$ cat config.mk
export PLATFORM = sky130hd
export DESIGN_NAME = mul32_shift_add_flat
export DESIGN_NICKNAME = d
export VERILOG_FILES = /design/src/rtl/mul32_shift_add_if.sv /design/src/rtl/mul32_shift_add.sv /design/src/flat_wrapper.sv
export SDC_FILE = /design/constraint.sdc
export NUM_CORES = 1
export LEC_CHECK = 0
export ABC_AREA = 1
export BUFFER_PORTS_ARGS = -buffer_cell sky130_fd_sc_hd__buf_4
export CAP_MARGIN = 0
export CORE_MARGIN = 3
export CORE_UTILIZATION = 57
export CTS_CLUSTER_SIZE = 20
export DETAILED_ROUTE_END_ITERATION = 10
export PLACE_DENSITY = 0.81
export SLEW_MARGIN = 25
export SYNTH_ARGS = -nofsm -noshare
export SYNTH_HDL_FRONTEND = slang
export SYNTH_SLANG_ARGS = --single-unit
$ cat constraint.sdc
create_clock -name clk -period 3.4 [get_ports clk]
set_input_delay 1.02 -clock clk [delete_from_list [all_inputs] [get_ports clk]]
set_output_delay 1.02 -clock clk [all_outputs]
set_load 0.03 [all_outputs]
$ cat src/rtl/mul32_shift_add_if.sv
// Start/done handshake and operand/result bus for mul32_shift_add.
// master: the requester driving operands; slave: the multiplier.
interface mul32_shift_add_if;
    logic        start;
    logic [31:0] a;
    logic [31:0] b;
    logic        busy;
    logic        done;
    logic [63:0] result;

    modport master (output start, output a, output b,
                    input  busy,  input  done, input result);
    modport slave  (input  start, input  a,  input  b,
                    output busy,  output done, output result);
endinterface

$ cat src/rtl/mul32_shift_add.sv
// Sequential 32x32->64 unsigned shift-and-add multiplier.
// One add-and-shift iteration per clock through a single cla32 adder.
// Optional build macro MUL32_EARLY_TERM_EN: leave CALC as soon as the
// remaining multiplier bits are all zero (result is identical either way).

// 32-bit adder with 4-bit carry-lookahead groups chained by group carries.
module cla32 (
    input  logic [31:0] a,
    input  logic [31:0] b,
    input  logic        ci,
    output logic [31:0] s,
    output logic        co
);
    logic [31:0] g;
    logic [31:0] p;
    logic [31:0] c;
    logic [7:0]  gg;
    logic [7:0]  gp;
    logic [8:0]  gc;

    assign g     = a & b;
    assign p     = a ^ b;
    assign gc[0] = ci;

    for (genvar k = 0; k < 8; k++) begin : g_grp
        localparam int B = 4 * k;
        assign gg[k] = g[B+3] | (p[B+3] & g[B+2]) | (p[B+3] & p[B+2] & g[B+1])
                     | (p[B+3] & p[B+2] & p[B+1] & g[B]);
        assign gp[k]   = &p[B+3:B];
        assign gc[k+1] = gg[k] | (gp[k] & gc[k]);
        assign c[B]    = gc[k];
        assign c[B+1]  = g[B] | (p[B] & gc[k]);
        assign c[B+2]  = g[B+1] | (p[B+1] & g[B]) | (p[B+1] & p[B] & gc[k]);
        assign c[B+3]  = g[B+2] | (p[B+2] & g[B+1]) | (p[B+2] & p[B+1] & g[B])
                       | (p[B+2] & p[B+1] & p[B] & gc[k]);
    end

    assign s  = p ^ c;
    assign co = gc[8];
endmodule

module mul32_shift_add (
    input  logic             clk,
    input  logic             reset_n,
    mul32_shift_add_if.slave bus
);
    localparam logic [1:0] IDLE = 2'd0;
    localparam logic [1:0] CALC = 2'd1;
    localparam logic [1:0] DONE = 2'd2;

    logic [1:0]  state;
    logic [31:0] mcand;
    logic [63:0] prod;
    logic [31:0] mq;
    logic [5:0]  cnt;
    logic [63:0] result_q;

    logic [31:0] cla_s;
    logic        cla_co;
    logic [63:0] prod_next;
    logic        early_exit;

    // Partial sum of the upper product half and the multiplicand.
    cla32 u_cla (
        .a  (prod[63:32]),
        .b  (mcand),
        .ci (1'b0),
        .s  (cla_s),
        .co (cla_co)
    );

`ifdef MUL32_EARLY_TERM_EN
    // No multiplier bits left to consume: the remaining shifts only move zeros.
    assign early_exit = (mq == 32'h0);
`else
    assign early_exit = 1'b0;
`endif

    // Add-if-lsb-set then shift right; the adder carry becomes the new P[63].
    always_comb begin
        prod_next = {1'b0, prod[63:1]};
        if (prod[0]) begin
            prod_next = {cla_co, cla_s, prod[31:1]};
        end
    end

    // Control FSM plus the iterating product/multiplier registers.
    always_ff @(posedge clk or negedge reset_n) begin
        if (!reset_n) begin
            state    <= IDLE;
            mcand    <= 32'h0;
            prod     <= 64'h0;
            mq       <= 32'h0;
            cnt      <= 6'd0;
            result_q <= 64'h0;
        end else begin
            case (state)
                IDLE: begin
                    if (bus.start) begin
                        mcand <= bus.a;
                        prod  <= {32'h0, bus.b};
                        mq    <= bus.b;
                        cnt   <= 6'd32;
                        state <= CALC;
                    end
                end
                CALC: begin
                    if (early_exit) begin
                        // Low cnt bits of prod are the unconsumed (all-zero) multiplier bits.
                        result_q <= prod >> cnt;
                        state    <= DONE;
                    end else begin
                        prod <= prod_next;
                        mq   <= mq >> 1;
                        cnt  <= cnt - 6'd1;
                        if (cnt == 6'd1) begin
                            result_q <= prod_next;
                            state    <= DONE;
                        end
                    end
                end
                DONE: begin
                    state <= IDLE;
                end
                default: begin
                    state <= IDLE;
                end
            endcase
        end
    end

    assign bus.busy   = (state != IDLE);
    assign bus.done   = (state == DONE);
    assign bus.result = result_q;
endmodule
$ cat src/flat_wrapper.sv
// flat-port wrapper written by rule: the top's interface ports become plain ports
module mul32_shift_add_flat 
  (clk, reset_n, bus_start, bus_a, bus_b, bus_busy, bus_done, bus_result);
  mul32_shift_add_if bus_i ();
  input  logic clk;
  input  logic reset_n;
  input wire logic [$bits(bus_i.start)-1:0] bus_start;
  input wire logic [$bits(bus_i.a)-1:0] bus_a;
  input wire logic [$bits(bus_i.b)-1:0] bus_b;
  output wire logic [$bits(bus_i.busy)-1:0] bus_busy;
  output wire logic [$bits(bus_i.done)-1:0] bus_done;
  output wire logic [$bits(bus_i.result)-1:0] bus_result;
  assign bus_i.start = bus_start;
  assign bus_i.a = bus_a;
  assign bus_i.b = bus_b;
  assign bus_busy = bus_i.busy;
  assign bus_done = bus_i.done;
  assign bus_result = bus_i.result;
  mul32_shift_add u_core (.clk(clk), .reset_n(reset_n), .bus(bus_i));
endmodule
==> results of run 1 <==
## cell families (layout without fill, tap and decap cells)
kind of cell,Yosys count,after routing,synth area share
simple gates,324,324,0.175
mux,1,1,0.00126
xor+xnor,17,17,0.0187
compound gates,204,204,0.144
flops,168,168,0.528
fa+ha+maj,42,42,0.0736
buf+inv,124,260,0.0591
## flip-flops by register name (all words and copies together), names as in the netlist
name	cells
u_core.mcand	32
u_core.bus.result	64
u_core.state	2
u_core.cnt	6
u_core.prod	64
## per-stage QoR
| step | cells | worst slack (ns) | instance area (um^2) | utilization | power [W] |
|---|---|---|---|---|---|
| after global placement | 1160 | 0.524 | 9140 | 0.679 | 0.00214 |
| after floorplan | 880 | 0.648 | 7960 | - | 0.00204 |
| after global routing | 1192 | 0.226 | 9710 | 0.721 | 0.00406 |
| after CTS | 1192 | 0.421 | 9710 | 0.721 | 0.00397 |
| final | 1192 | 0.454 | 9710 | 0.721 | 0.00395 |
| after detailed placement | 1160 | 0.433 | 9140 | 0.679 | 0.00214 |
## layout make-up
cell class | instances | area share
Clock inverter | 13 | 0.0126
Inverter | 81 | 0.0313
Multi-Input combinational cell | 588 | 0.339
Sequential cell | 168 | 0.433
Tap cell | 176 | 0.0227
Timing Repair Buffer | 147 | 0.115
Clock buffer | 19 | 0.0456
## tightest hold or removal path, stage by stage (launching register included)
cell     delay [ns]
dfrtp_1        0.35
nand2_1        0.05
nand2_1        0.05
## cells in the final DEF, fill, tap and decap left out, types with 2 or more instances in the layout
cell type,synthesis,routed
or3_1,2,2
a21oi_1,16,16
clkinvlp_4,0,4
nand2_4,12,13
o22ai_1,24,24
clkinv_4,0,3
inv_2,0,2
o21ai_0,126,126
inv_6,0,3
ha_1,34,34
nor2_1,16,16
nand2_2,5,5
a22oi_1,31,31
inv_1,81,79
clkbuf_16,0,17
nor3_1,3,3
buf_4,1,145
nand2_1,252,251
nand3_2,3,3
clkinv_2,0,2
dfrtp_1,168,168
a31oi_1,2,2
nand3_1,25,25
xor2_1,17,17
fa_1,8,8
## worst max path at each step
stage	start	end	cells after the start
global placement	u_core.prod[35]	u_core.bus.result[60]	20
CTS	u_core.prod[35]	u_core.bus.result[60]	20
global route	u_core.prod[35]	u_core.bus.result[60]	20
finish	u_core.prod[35]	u_core.bus.result[60]	20
floorplan	u_core.prod[35]	u_core.prod[60]	20
detailed placement	u_core.prod[35]	u_core.bus.result[60]	20
## layer usage
| layer | part of all wire | vias to the layer above | GRT usage | routed length (um) |
|---|---|---|---|---|
| met3 | 0.044 | 18 | 0.0536 | 812 |
| met5 | 0 | - | 0 | 0 |
| met4 | 0.015 | 0 | 0.0835 | 282 |
| li1 | - | 3141 | - | - |
| met2 | 0.50 | 142 | 0.406 | 9190 |
| met1 | 0.44 | 3084 | 0.341 | 8170 |
## power groups by stage
stage	Sequential [W]	Clock [W]	Combinational, W
after floorplan	0.00204	0	0.000000000296
after global placement	0.00204	0	0.000106
after detailed placement	0.00204	0	0.000106
after CTS	0.00200	0.00186	0.000107
after global routing	0.00200	0.00195	0.000116
final	0.00200	0.00184	0.000104
==> out/qor.csv, run 1 <==
metric,value,unit
endpoints failing setup,0,
post-synthesis net count,989,
core area,13500,um^2
RD Place Congestion,0.838,
first-pass GRT wire length,30200,um
VDD IR max,0.000418,V
vias in the first global route,6236,
ys flop type,dfrtp_1,
minimum clock period after layout,2.95,ns
worst-skew pair later-pin latency,0.43,ns
RSZ-0062 raised after global routing,no,
largest net degree at the start of global routing,73,
initial antenna violation count,0,
Rows,42,
worst r2r path cells,20,
H-tree depth,4,
vias per cell,5.36,
Post-DP HPWL,12200,um
internal power,0.00308,W
Seq pwr share,0.506,
post-cts repair resize count,0,
Max Slew Vio Count,0,
maximum buffer depth of the clock tree,2,
Crit path max-delay family,simple AND/OR/NAND/NOR gates,
Post-CTS Setup Bufs,0,
Die X,124,um
Antenna Cells,0,
final wirelength,18500,um
Hold Crit Depth,2,
post-synth top area cell,dfrtp_1,
worst-margin pin slew,0.719,ns
multi-input logic area,3290,um^2
Max Clk Rate,339,MHz
hold crit path type,reg2reg,
CTS sink count,168,
top post-synthesis cells by area,"dfrtp_1 (53%), nand2_1 (12%), o21ai_0 (7.9%), ha_1 (5.3%), inv_1 (3.8%)",
worst-path fanout max,3,
die footprint,15400,um^2
"Seq/Total Area, Yosys",0.528,
layout cell share with drive strength beyond 1,0.201,
Top Ports,133,
Worst path slowest cell,fa_1,
TritonCTS clock tree,yes,
WP data required,3.68,ns
"Largest stage delay, worst path",0.44,ns
synthesized area,7960,um^2
Sw Pwr,0.000863,W
YS warnings,0,
worst reg2reg path endpoint,u_core.bus.result[60],
clk_skew,0.0128,ns
final period utilization,0.867,
WHS,0.485,ns
clock power share,0.467,
Post-synth top cells,"nand2_1 (252), dfrtp_1 (168), o21ai_0 (126)",
Relative slew margins,0.521,
sequential cell area,4200,um^2
Crit. End Element,flop,
Initial DRT Pass Iterations,5,
WP buf/inv,0,
switching share of power,0.219,
# Max-Cap Violations,0,
min-delay src,u_core.mcand[21],
Final ANT Viol Nets,0,
PortBufs,132,
TritonCTS buffer count,17,
DRC violations left,0,
Iter 0 DRT Violations,480,
most common cell in the netlist,nand2_1,
Comb pwr share,0.026,
async set or reset register ratio after synthesis,1.00,
RR Startpoint,u_core.prod[35],
power per cell area,407,nW/um^2
outcome,"finished, final reports clean",
Vias,6385,
Post-synth EDFFs,0,
Starting Density,0.592,
type of the worst setup path,reg2reg,
gr ovfl total,0,
Hold Crit Endpoint,u_core.mcand[21],
Synth Register Bits,168,
Netlist cell types,34,
total negative slack,0,ns
Worst path most repeated cell,nand2_4,
die height,124,um
Clock Pin Slew Worst Setup and Hold Paths,0.06,ns
cells after synthesis,880,
Final Hold Fails,0,
fill count,1075,
share of Yosys cell area claimed by the top area cell type,0.528,
Reg2Reg Setup Slack,0.45,ns
leakage,5.23,nW
synthesis-to-finish area growth,21.9,%
Hold Buf Count CTS,0,
# nets final,1112,
worst path cell trace,ha_1 > or2_0 > nand2_1 > nand2_2 > nand2_2 > nand2_4 > nand2_4 > nand2_4 > nand2_4 > nand2_4 > nand2_4 > nand2_4 > nand2_4 > nand2_4 > nand2_4 > nand2_4 > fa_1 > xor2_1 > mux2i_1 > o21ai_0,
All-Layer GR Usage,0.251,
CTS root buf,clkbuf_16,
syn avg cell area,9.04,um^2
"Arr. time, crit path",3.23,ns
DR WL/cell,15.5,um
crit start category,flop,
(Power assumes the default switching activity.)
==> run 2, diff against run 1 <==
Settings changed: MAX_ROUTING_LAYER from default to met4, PLACE_DENSITY 0.81 to 0.88.
==> run 2 against run 1 <==
Effect of this change: final cell count decreased by 0.34%; total power is 3.7% higher; utilization is 0.17 points higher; worst setup slack worse by 0.15 ns; fmax is 5.0% lower; sequential power is essentially flat; worst hold slack got worse by 0.0012 ns; non-clock buffer count is 4 lower; flip-flop and latch count is the same.
==> out/qor.csv, run 2 (synthesis results as in run 1) <==
metric,value,unit
outcome,"finished, final reports clean",
Iter 0 DRT Violations,580,
Post-DP HPWL,12600,um
final period utilization,0.912,
# Max-Cap Violations,0,
"commonest non-fill, non-tap cell in the layout",nand2_1,
clk_skew,0.0116,ns
worst slack at placement,0.363,ns
Antenna Cells,0,
All-Layer GR Usage,0.269,
Initial DRT Pass Iterations,6,
Vias,6508,
core area,13500,um^2
Hold Buf Count CTS,0,
vias in the first global route,6537,
vias per cell,5.48,
power per cell area,421,nW/um^2
gr ovfl total,0,
TritonCTS buffer count,17,
minimum clock period after layout,3.10,ns
RSZ-0062 raised after global routing,no,
largest net degree at the start of global routing,100,
Die X,124,um
leakage,5.24,nW
"Arr. time, crit path",3.37,ns
maximum buffer depth of the clock tree,2,
worst-skew pair later-pin latency,0.43,ns
CTS sink count,168,
Top Ports,133,
type of the worst setup path,reg2reg,
post-cts repair resize count,0,
first-pass GRT wire length,31300,um
die height,124,um
Max Slew Vio Count,0,
layout cell share with drive strength beyond 1,0.197,
Final Hold Fails,0,
TritonCTS clock tree,yes,
DRC violations left,0,
Crit. End Element,flop,
hold crit path type,reg2reg,
Post-CTS Setup Bufs,0,
worst-path fanout max,4,
H-tree depth,4,
worst-margin pin slew,1.04,ns
RD Place Congestion,0.892,
most frequent cells in the layout,"nand2_1 (251), dfrtp_1 (168), buf_4 (141)",
CTS root buf,clkbuf_16,
fill count,1012,
initial antenna violation count,0,
multi-input logic area,3290,um^2
PortBufs,132,
# nets final,1108,
Rows,42,
Relative slew margins,0.306,
die footprint,15400,um^2
WP data required,3.67,ns
sequential cell area,4200,um^2
Max Clk Rate,323,MHz
synthesis-to-finish area growth,22.2,%
VDD IR max,0.000472,V
Clock Pin Slew Worst Setup and Hold Paths,0.06,ns
setup slack after layout,0.300,ns
Final ANT Viol Nets,0,
DR WL/cell,16.0,um
endpoints failing setup,0,
Starting Density,0.592,
total negative slack,0,ns
crit start category,flop,
final wirelength,19000,um
## run 2: cell types whose count changed in the layout (fill, tap and decap cells not counted), sizes merged
cell,delta
buf,-4
bufinv,+2
clkbuf,+3
clkinv,-1
clkinvlp,-1
inv,-3
## run 2: path summary, 6_finish.rpt
path,cells past startpoint,slack [ns],from,endpoint
min in group asynchronous,1,0.57,reset_n,u_core.bus.result[20]
max in group asynchronous,2,2.02,reset_n,u_core.bus.result[35]
hold / removal,2,0.48,u_core.mcand[5],u_core.mcand[5]
hold reg to reg,2,0.48,u_core.mcand[5],u_core.mcand[5]
setup / recovery,15,0.30,u_core.prod[45],u_core.bus.result[60]
setup reg to reg,15,0.30,u_core.prod[45],u_core.bus.result[60]
## run 2: worst max-delay path, cell delays in order, from the launching register on
cell and delay, ns:
dfrtp_1 0.40, ha_1 0.37, a21oi_1 0.24, nor2_1 0.08, a211oi_1 0.41, nand2_4 0.13
nand2_4 0.09, nand2_4 0.06, nand2_4 0.07, nand2_4 0.06, nand2_4 0.07, nand2_4 0.06
fa_1 0.45, xor2_1 0.18, mux2i_1 0.18, o21ai_0 0.10
## run 2: where the power goes
group	internal, W	total (W)	switching, W	leakage [nW]
clock network	0.00122	0.00199	0.000776	0.293
logic	0.0000513	0.000103	0.0000512	2.69
registers	0.00200	0.00200	0	2.25
## run 2: per-layer routing
| metal | GRT usage | up-vias | wire length, um |
|---|---|---|---|
| met1 | 0.342 | 3140 | 7910 |
| li1 | - | 3129 | - |
| met4 | 0.0979 | 0 | 430 |
| met2 | 0.430 | 204 | 9510 |
| met3 | 0.0550 | 35 | 1130 |
| met5 | - | - | 0 |
## run 2: final cells by class
cell class	count	area share
sequential	168	0.432
multi-input combinational	588	0.338
timing repair buffer	143	0.112
clock buffer	22	0.0487
inverter	81	0.0313
tap	176	0.0226
clock inverter	10	0.0148
## run 2: stage by stage
stage	power, W	instance area (um^2)	cells	utilization	hold WS, ns
floorplan	0.00204	7960	880	-	0.453
global placement	0.00214	9110	1156	0.677	0.466
CTS	0.00412	9730	1188	0.723	0.486
detailed placement	0.00214	9110	1156	0.677	0.468
global route	0.00422	9730	1188	0.723	0.490
finish	0.00409	9730	1188	0.723	0.484
==> run 3, diff against run 2 <==
Settings changed: ABC_AREA 1 to default, PLACE_DENSITY 0.88 to 0.87.
==> run 3 against run 2 <==
Effect of this change: highest routed layer unchanged; design area increased by 4.5%; sequential share of layout area decreased by 1.9 points; final cell count increased by 2.5%; worst setup slack got worse by 0.064 ns.
==> out/qor.csv, run 3 <==
metric,value,unit
most frequent cells in the layout,"nand2_1 (296), dfrtp_1 (167), buf_4 (143)",
worst-margin pin slew,0.812,ns
final wirelength,20000,um
Hold Crit Depth,1,
Relative slew margins,0.459,
RSZ-0062 raised after global routing,no,
die footprint,16300,um^2
post-synth top area cell,dfrtp_1,
Max Clk Rate,316,MHz
post-cts repair resize count,0,
vias in the first global route,6986,
PortBufs,132,
# Max-Cap Violations,0,
VDD IR max,0.000534,V
hold crit path type,reg2reg,
fin cells,1218,
YS warnings,0,
outcome,"finished, final reports clean",
ys flop type,dfrtp_1,
power per cell area,1070,nW/um^2
leakage,4.98,nW
WHS,0.474,ns
Synth Register Bits,168,
largest net degree at the start of global routing,80,
fill count,1035,
Top Ports,133,
worst-path fanout max,4,
"Arr. time, crit path",3.45,ns
most common cell in the netlist,nand2_1,
CTS root buf,clkbuf_16,
layout cell share with drive strength beyond 1,0.198,
crit start category,flop,
Final Hold Fails,0,
TritonCTS buffer count,17,
Starting Density,0.596,
initial antenna violation count,0,
Netlist cell types,65,
Final ANT Viol Nets,0,
syn avg cell area,9.23,um^2
Iter 0 DRT Violations,535,
All-Layer GR Usage,0.262,
Post-Synth Adder-Cell Area,0.0695,
RD Place Congestion,0.849,
complex-gate fraction of the synthesized area,0.149,
Antenna Cells,0,
share of Yosys cell area claimed by the top area cell type,0.499,
clk_skew,0.00865,ns
maximum buffer depth of the clock tree,2,
endpoints failing setup,0,
post-synthesis xor/xnor area fraction,0.0156,
# nets final,1134,
Vias,7003,
top post-synthesis cells by area,"dfrtp_1 (50%), nand2_1 (13%), ha_1 (5.0%), o21ai_0 (3.6%), a22oi_1 (2.8%)",
post-synthesis net count,1022,
Post-synth EDFFs,0,
worst-skew pair later-pin latency,0.43,ns
core area,14100,um^2
worst r2r path cells,12,
minimum clock period after layout,3.16,ns
async set or reset register ratio after synthesis,1.00,
H-tree depth,4,
total negative slack,0,ns
Rows,43,
DP Cell Count,1186,
Hold Buf Count CTS,0,
Crit. End Element,flop,
setup slack after layout,0.236,ns
WP data required,3.69,ns
Post-CTS Setup Bufs,0,
type of the worst setup path,reg2reg,
Max Slew Vio Count,0,
cells after synthesis,913,
Post-synth top cells,"nand2_1 (298), dfrtp_1 (168), o21ai_0 (60)",
gr ovfl total,0,
first-pass GRT wire length,33400,um
Simple-Gate Fraction of Synth Area,0.214,
Die X,128,um
synthesized area,8430,um^2
final period utilization,0.931,
"commonest non-fill, non-tap cell in the layout",nand2_1,
TritonCTS clock tree,yes,
Post-DP HPWL,13400,um
CTS sink count,168,
main combinational cell family by area after synthesis,simple AND/OR/NAND/NOR gates,
Clock Pin Slew Worst Setup and Hold Paths,0.07,ns
post-synthesis mux area share,0.0252,
Initial DRT Pass Iterations,5,
die height,128,um
worst slack at placement,0.240,ns
DRC violations left,0,
"Seq/Total Area, Yosys",0.499,
DR WL/cell,16.4,um
synthesis-to-finish area growth,20.7,%
vias per cell,5.75,
## run 3: cell types whose count changed after synthesis, sizes merged, moves of 7 or more
cell    change
nor3b      +10
o21ai      -61
mux2i      +18
a21oi      +14
a21o        +8
nand2b      +9
nor2       +20
a31oi      +11
xnor2      +11
nand3       +7
inv        -74
xor2       -13
o22ai      -23
nand2      +29
## run 3: area by class of cell
class                      count  area, um^2  share of cell area
sequential                   168        4210               0.414
multi-input combinational    684        4000               0.394
timing repair buffer         146        1120               0.111
clock buffer                  17         425              0.0418
tap                          180         225              0.0221
clock inverter                15         155              0.0153
inverter                       8        30.0             0.00295
## run 3: power breakdown
part           internal (W)  total [W]  switching (W)
clock              0.000981    0.00189       0.000912
combinational       0.00218    0.00537        0.00319
sequential          0.00288    0.00364       0.000764
## run 3: logic make-up (layout without fill, tap and decap cells)
family                     count (synthesis)  in the layout
adders and majority gates                 42             42
AOI/OAI and AO/OA                        181            181
and+or+nand+nor                          425            425
muxes                                     21             21
buffers and inverters                     61            186
DFF                                      168            168
xor gates and xnor gates                  15             15
## run 3: metrics by stage
stage | instance area (um^2) | utilization | total power (W)
2_1_floorplan | 8430 | - | 0.00746
3_3_place_gp | 9590 | 0.678 | 0.00876
4_1_cts | 10200 | 0.719 | 0.0109
6_report | 10200 | 0.719 | 0.0109
3_5_place_dp | 9590 | 0.678 | 0.00900
5_1_grt | 10200 | 0.719 | 0.0117
## run 3: layer usage
metal	vias to the layer above	share of wire	GRT usage
li1	3341	-	-
met1	3419	0.43	0.335
met4	0	0.020	0.0824
met5	-	0	-
met2	210	0.49	0.415
met3	33	0.067	0.0656
## run 3: critical path, cell delays in order, from the launching register on
cell and delay (ns):
dfrtp_1 0.43, ha_1 0.36, a211oi_4 0.32, o21ai_4 0.14
a21oi_4 0.18, o2111ai_1 0.21, o31a_1 0.33, a21o_1 0.21
fa_1 0.43, xnor2_1 0.16, nand2_1 0.07, o21ai_0 0.10
o21ai_0 0.09
## run 3: worst paths after layout
check	from	to	slack, ns
setup / recovery	u_core.prod[33]	u_core.bus.result[48]	0.24
hold / removal	u_core.cnt[5]	u_core.cnt[5]	0.47
setup reg to reg	u_core.prod[33]	u_core.bus.result[48]	0.24
hold reg to reg	u_core.cnt[5]	u_core.cnt[5]	0.47
max in group asynchronous	reset_n	u_core.prod[0]	2.01
min in group asynchronous	reset_n	u_core.bus.result[40]	0.59
